[config.mk]
export PLATFORM = sky130hd
export DESIGN_NAME = imm_gen
export DESIGN_NICKNAME = d
export VERILOG_FILES = /design/src/rtl/imm_gen.sv
export SDC_FILE = /design/constraint.sdc
export NUM_CORES = 1
export LEC_CHECK = 0
export CAP_MARGIN = 0
export CORE_UTILIZATION = 46
export CTS_CLUSTER_SIZE = 12
export DETAILED_ROUTE_END_ITERATION = 16
export DONT_BUFFER_PORTS = 1
export REMOVE_ABC_BUFFERS = 1
export SLEW_MARGIN = 40
export SYNTH_ARGS = -nofsm -noshare
export SYNTH_HDL_FRONTEND = slang
export SYNTH_SLANG_ARGS = --single-unit
[constraint.sdc]
create_clock -name clk -period 0.9 [get_ports clk]
set_clock_uncertainty 0.05 [all_clocks]
set_input_delay 0.135 -clock clk [delete_from_list [all_inputs] [get_ports clk]]
set_output_delay 0.135 -clock clk [all_outputs]
set_load 0.05 [all_outputs]
[src/rtl/imm_gen.sv]
// rtl/imm_gen.sv - Registered RV32I immediate generator for the decode stage
//
// Decodes the instruction format from the opcode and registers the extended
// immediate, a format code and an illegal-opcode flag one clock after the
// instruction is presented.
//
// Optional feature macro: IMM_GEN_ZICSR_EN
//   defined   - SYSTEM opcodes produce CSR immediates (zimm as fmt Z, or the
//               zero-extended CSR address as fmt I)
//   undefined - SYSTEM opcodes produce imm=0, fmt=NONE, illegal=0
//
// Ports:
//   clk        in   rising-edge clock
//   rst_n      in   asynchronous active-low reset
//   stall      in   1 = every output register holds
//   inst_valid in   inst carries a valid instruction this cycle
//   inst       in   32-bit instruction word
//   imm        out  extended immediate (registered)
//   imm_valid  out  imm/fmt/illegal belong to a valid instruction
//   fmt        out  0 NONE, 1 I, 2 S, 3 B, 4 U, 5 J, 6 Z, 7 reserved
//   illegal    out  unrecognised opcode or inst[1:0] != 2'b11

module imm_gen #(
    parameter int XLEN = 32
) (
    input  logic            clk,
    input  logic            rst_n,
    input  logic            stall,
    input  logic            inst_valid,
    input  logic [31:0]     inst,
    output logic [XLEN-1:0] imm,
    output logic            imm_valid,
    output logic [2:0]      fmt,
    output logic            illegal
);

    if (XLEN != 32) begin : g_bad_xlen
        $error("imm_gen: only XLEN=32 is supported");
    end

    localparam logic [2:0] FMT_NONE = 3'd0;
    localparam logic [2:0] FMT_I    = 3'd1;
    localparam logic [2:0] FMT_S    = 3'd2;
    localparam logic [2:0] FMT_B    = 3'd3;
    localparam logic [2:0] FMT_U    = 3'd4;
    localparam logic [2:0] FMT_J    = 3'd5;
`ifdef IMM_GEN_ZICSR_EN
    localparam logic [2:0] FMT_Z    = 3'd6;
`endif

    localparam logic [6:0] OP_LOAD     = 7'b0000011;
    localparam logic [6:0] OP_MISC_MEM = 7'b0001111;
    localparam logic [6:0] OP_OP_IMM   = 7'b0010011;
    localparam logic [6:0] OP_AUIPC    = 7'b0010111;
    localparam logic [6:0] OP_STORE    = 7'b0100011;
    localparam logic [6:0] OP_OP       = 7'b0110011;
    localparam logic [6:0] OP_LUI      = 7'b0110111;
    localparam logic [6:0] OP_BRANCH   = 7'b1100011;
    localparam logic [6:0] OP_JALR     = 7'b1100111;
    localparam logic [6:0] OP_JAL      = 7'b1101111;
    localparam logic [6:0] OP_SYSTEM   = 7'b1110011;

    logic [6:0]  opcode;
    logic [2:0]  funct3;
    logic        s;

    assign opcode = inst[6:0];
    assign funct3 = inst[14:12];
    assign s      = inst[31];

    logic [31:0] dec_imm;
    logic [2:0]  dec_fmt;
    logic        dec_illegal;

    always_comb begin
        dec_imm     = 32'd0;
        dec_fmt     = FMT_NONE;
        dec_illegal = 1'b0;
        // Compressed/non-32-bit encodings are never legal here, whatever the opcode.
        if (inst[1:0] != 2'b11) begin
            dec_illegal = 1'b1;
        end else begin
            case (opcode)
                OP_LOAD, OP_JALR: begin
                    dec_imm = {{20{s}}, inst[31:20]};
                    dec_fmt = FMT_I;
                end
                OP_OP_IMM: begin
                    dec_fmt = FMT_I;
                    // Shifts carry a 5-bit shamt; funct7 (e.g. SRAI's bit 30) must not leak in.
                    if (funct3 == 3'b001 || funct3 == 3'b101) begin
                        dec_imm = {27'd0, inst[24:20]};
                    end else begin
                        dec_imm = {{20{s}}, inst[31:20]};
                    end
                end
                OP_STORE: begin
                    dec_imm = {{20{s}}, inst[31:25], inst[11:7]};
                    dec_fmt = FMT_S;
                end
                OP_BRANCH: begin
                    dec_imm = {{19{s}}, inst[31], inst[7], inst[30:25], inst[11:8], 1'b0};
                    dec_fmt = FMT_B;
                end
                OP_LUI, OP_AUIPC: begin
                    dec_imm = {inst[31:12], 12'd0};
                    dec_fmt = FMT_U;
                end
                OP_JAL: begin
                    dec_imm = {{11{s}}, inst[31], inst[19:12], inst[20], inst[30:21], 1'b0};
                    dec_fmt = FMT_J;
                end
                OP_OP, OP_MISC_MEM: begin
                    dec_imm = 32'd0;
                end
                OP_SYSTEM: begin
`ifdef IMM_GEN_ZICSR_EN
                    // funct3 1xx except 100 are the immediate CSR forms (zimm in rs1 field).
                    if (funct3 == 3'b101 || funct3 == 3'b110 || funct3 == 3'b111) begin
                        dec_imm = {27'd0, inst[19:15]};
                        dec_fmt = FMT_Z;
                    end else begin
                        dec_imm = {20'd0, inst[31:20]};
                        dec_fmt = FMT_I;
                    end
`else
                    dec_imm = 32'd0;
`endif
                end
                default: begin
                    dec_illegal = 1'b1;
                end
            endcase
        end
    end

    logic [31:0] imm_q, imm_d;
    logic [2:0]  fmt_q, fmt_d;
    logic        illegal_q, illegal_d;
    logic        valid_q, valid_d;

    // Payload registers only load on a valid instruction so they do not
    // toggle on bubbles; imm_valid alone tracks the bubble.
    always_comb begin
        imm_d     = imm_q;
        fmt_d     = fmt_q;
        illegal_d = illegal_q;
        valid_d   = valid_q;
        if (!stall) begin
            valid_d = inst_valid;
            if (inst_valid) begin
                imm_d     = dec_imm;
                fmt_d     = dec_fmt;
                illegal_d = dec_illegal;
            end
        end
    end

    always_ff @(posedge clk or negedge rst_n) begin
        if (!rst_n) begin
            imm_q     <= 32'd0;
            fmt_q     <= FMT_NONE;
            illegal_q <= 1'b0;
            valid_q   <= 1'b0;
        end else begin
            imm_q     <= imm_d;
            fmt_q     <= fmt_d;
            illegal_q <= illegal_d;
            valid_q   <= valid_d;
        end
    end

    assign imm       = imm_q;
    assign fmt       = fmt_q;
    assign illegal   = illegal_q;
    assign imm_valid = valid_q;

endmodule

Word level (Yosys, flattened, before mapping)

Cells that the tools add are included.

Bits in registers: 37
Bits of input ports: 36
Output and inout bits: 37
Logic and storage cells: 32

Equal/unequal tests: 14
Mux-type cells: 7
Bitwise operators: 1
Reduce and logical (&&, ||, !) cells: 6

Operators with widths:

| operator           | number |
|---|---|
| $pmux 32 s6        | 1 |
| $mux 32            | 2 |
| $eq 7x7->1 const B | 4 |
| $eq 7x6->1 const B | 3 |
| $pmux 3 s5         | 1 |
| $eq 7x5->1 const B | 2 |
| $reduce_or 11->1   | 1 |
| $eq 7x2->1 const B | 1 |
| $eq 7x4->1 const B | 1 |
| $reduce_or 2->1    | 2 |
| $eq 3x1->1 const B | 1 |
| $eq 3x3->1 const B | 1 |
| $mux 3             | 1 |
| $reduce_or 3->1    | 1 |
| $mux 1             | 2 |
| $ne 2x2->1 const B | 1 |
| $reduce_and 2->1   | 1 |
| $logic_or 1x1->1   | 1 |
| $not 1->1          | 1 |

Depth between registers and ports, before layout

Depth after elaboration: 5
Mapped depth: 7
Mapped depth without buffers: 5

Worst setup path before layout

Ideal clock, no wire load.

Path type: input to register
Start point: in inst[6]
End point: reg imm_q[1], in the netlist imm[1]
Library setup time: 0.120 ns
Arrival: 1.379 ns
Data required time: 0.730 ns
Setup slack: -0.649 ns
Stages on the path: 6
Buffers on the path: 2
Cells stage by stage: buf_4 -> and3b_4 -> o21a_1 -> o311ai_4 -> buf_6 -> o21ai_2

Longest elaborated chain between the ends: 4
Elaborated cells on any way between the ends: 12
Those cells by class: 8 x eq/ne; 2 x mux; 2 x reduce/logical

Ends and longest elaborated chain:

| what                               | RTL line | RTL |
|---|---|---|
| start, declared                    | 30       | `input logic [31:0] inst,` |
| $eq 7x6->1 (tied with other cells) | 83       | `case (opcode)` |
| $reduce_or 2->1                    | 83       |  |
| $pmux 32 s6 *                      | 83       |  |
| $mux 32 *                          | 80       | `if (inst[1:0] != 2'b11) begin` |
| end signal, assigned               | 166      | `imm_q <= imm_d;` |
| end, declared                      | 137      | `logic [31:0] imm_q, imm_d;` |

Every way passes the cells marked *; elsewhere a longest branch is shown, timed or not.
A chain may end at the register's enable or synchronous reset.

Worst setup path after layout

Start point: in inst[4]
End point: reg imm_q[11], in the netlist imm[11]

The elaborated chain is that of the path after synthesis.

==> metrics.yaml <==
dieArea_um2: 4360
placementRows: 22
setup_viol: 64
run_status: "complete, but fails checks"
drc: 0
regToRegStartpoint: "imm[25]$_DFFE_PN0P_"
io_buffers: 0
vdd_ir_drop_max_mv: 0.884
final_util_pct: 86.3
worst_pin_slew_ps: 430
initial_utilization_pct: 49.7
grt_antenna_before_repair: 0
finalNetCount: 325
final.setup.worst_slack_ps: -213
area_growth_pct: 73.6
synth_top_area_share_pct: 49.0
p_total_mw: 3.29
yosysSeqAreaShare_pct: 49.0
num_vias: 1890
finalHoldViolCount: 37
grt_start_max_net_pins: 38
cts_buffers: 5
grt_pass1_wl_um: 8980
htree_levels: 2
yosysTopAreaCell: "dfrtp_1"
drive_gt1_share_pct: 41.0
path_clk_slew_ps: 80
period_share_pct: 124
worstSetupPathType: "primary input to flip-flop"
maxSlewHeadroom_pct: 71.2
max-cap-violations: 0
yosysUniqueCellTypes: 38
gr-usage-all-layers_pct: 28.2
cp.arrival_ps: 1230
finalWirelength_um: 5880
cts_sinks: 37
cts_tree: "built"
min_period_ps: 1110
io_pins: 73
place_hpwl_um: 3840
clockBufferDepth: 2
violations: "negative hold slack, negative setup slack"
wire_per_inst_um: 17.4
antenna_left: 0
vias_per_cell: 5.59
r2r-end: "imm[25]$_DFFE_PN0P_"
worstPathMaxFanout: 10
rsz0062_at_grt: "yes"
slew_viol_final: 0
ys_top_cells_by_area: "dfrtp_1, nand2_1, o21ai_2, a21oi_1, o21ai_0"
fp.coreArea_um2: 3800
grt_pass1_vias: 1900
ys.warnings.count: 0
worst_hold_path_type: "primary input to async pin"
finalWeightedCongestion: 0.863
worstPathRequired_ps: 1020
max_freq_mhz: 898
cts-root-buf: "clkbuf_8"
syn_area_per_cell_um2: 9.44
die_h_um: 66.1
die_w_um: 66.1
power_density_nw_per_um2: 1000
leakagePower_nw: 1.40
end_kind: "flip-flop"
reg2reg_slack_ps: -40
syn-cell-area_um2: 1890
synth-seq-cells: 37
crit_start: "inst[4]"
clk_latency_ps: 290
worst_setup_path_start_kind: "primary input"
drt_iter0_markers: 100
dr.pass1.iters: 4
gr-total-overflow: 0
holdWs_ps: -523
worstRegToRegCells: 4
num_antenna_cells: 0
synth_cells: 200
cts_hold_buf: 23
[cells by family (layout without fill, tap and decap cells)]
kind of cell	Yosys count	in the layout	share of synthesized area, %
compound gates	76	76	28.2
buf+inv	19	109	5.37
simple gates	68	68	17.4
flops	37	37	49.0
[power breakdown]
group / total (mW) / internal [mW] / switching (mW) / leakage, nW
sequential: 1.70 / 1.68 / 0.0192 / 0.510
clock: 1.13 / 0.534 / 0.598 / 0.0439
combinational: 0.458 / 0.227 / 0.231 / 0.848
[how the worst max path moves through the flow]
| stage | to | cells after the start |
|---|---|---|
| after floorplan | imm[11]$_DFFE_PN0P_ | 4 |
| after global placement | imm[24]$_DFFE_PN0P_ | 6 |
| after detailed placement | imm[23]$_DFFE_PN0P_ | 6 |
| after CTS | imm[17] | 1 |
| after global routing | imm[27]$_DFFE_PN0P_ | 6 |
| final | imm[11]$_DFFE_PN0P_ | 5 |
[per-stage QoR]
stage,hold slack (ps),worst slack (ps),area [µm²],setup TNS (ps),std cells
after CTS,-526,-173,3160,-9410,329
after detailed placement,-210,-577,2780,-17020,293
after global placement,-210,-529,2780,-16180,293
final,-523,-213,3280,-10770,338
after global routing,-535,-227,3280,-12100,338
after floorplan,-211,-1090,1810,-30200,186
[synth_stat cells (all sizes together)]
| master | count |
|---|---|
| a41o | 1 |
| nand3b | 1 |
| a21oi | 26 |
| nand4 | 1 |
| nor4 | 2 |
| buf | 8 |
| nor2b | 1 |
| nand3 | 2 |
| o32ai | 1 |
| and3b | 1 |
| dfrtp | 37 |
| clkbuf | 6 |
| and2 | 1 |
| nand2b | 3 |
| nor3 | 2 |
| nor2 | 2 |
| o21ai | 35 |
| a211o | 1 |
| a31oi | 3 |
| inv | 5 |
| o221ai | 1 |
| a22oi | 4 |
| o31ai | 1 |
| o21a | 1 |
| nand2 | 49 |
| nand4b | 1 |
| o311ai | 1 |
| and3 | 2 |
| a32oi | 1 |
[flip-flops by register name (all words and copies together), names as in the netlist]
name	count
imm	32
fmt	3
illegal	1
imm_valid	1
[routing by layer]
layer  track usage, %  up-vias  part of all wire (%)
met5                0        -                     0
met4             6.91        0                   1.6
met1             34.1      913                    39
li1                 -      888                     -
met3             6.38        9                   6.8
met2             50.3       80                    53
[worst max-delay path, cell delays in order]
cell	delay (ps)
and3b_4	180
o21a_1	210
o311ai_4	390
buf_6	220
o21ai_1	90
[repair_timing]
action / in CTS / in global routing
setup buffers: 5 / 8
pin swaps: 2 / 8
resized for setup: 11 / 14
endpoints found under the setup margin: 70 / 70
gates cloned: 0 / 1
hold endpoints to repair: 68 / 37
[placed cells by master, fill, tap and decap left out, types with 3 or more instances in the layout]
cell,n
nand2_1,49
dfrtp_1,37
buf_12,37
buf_4,31
o21ai_2,26
a21oi_1,23
dlygate4sd3_1,23
o21ai_1,7
inv_1,5
clkbuf_8,5
a22oi_1,4
buf_6,4
nand2b_1,3
[layout make-up]
class	count	area (µm²)
Inverter	5	18.8
Sequential cell	37	926
Clock buffer	5	68.8
Clock inverter	3	17.5
Timing Repair Buffer	96	1270
Tap cell	48	60.1
Fill cell	208	520
Multi-Input combinational cell	144	913
No activity file was read; power rests on OpenSTA's default activity.
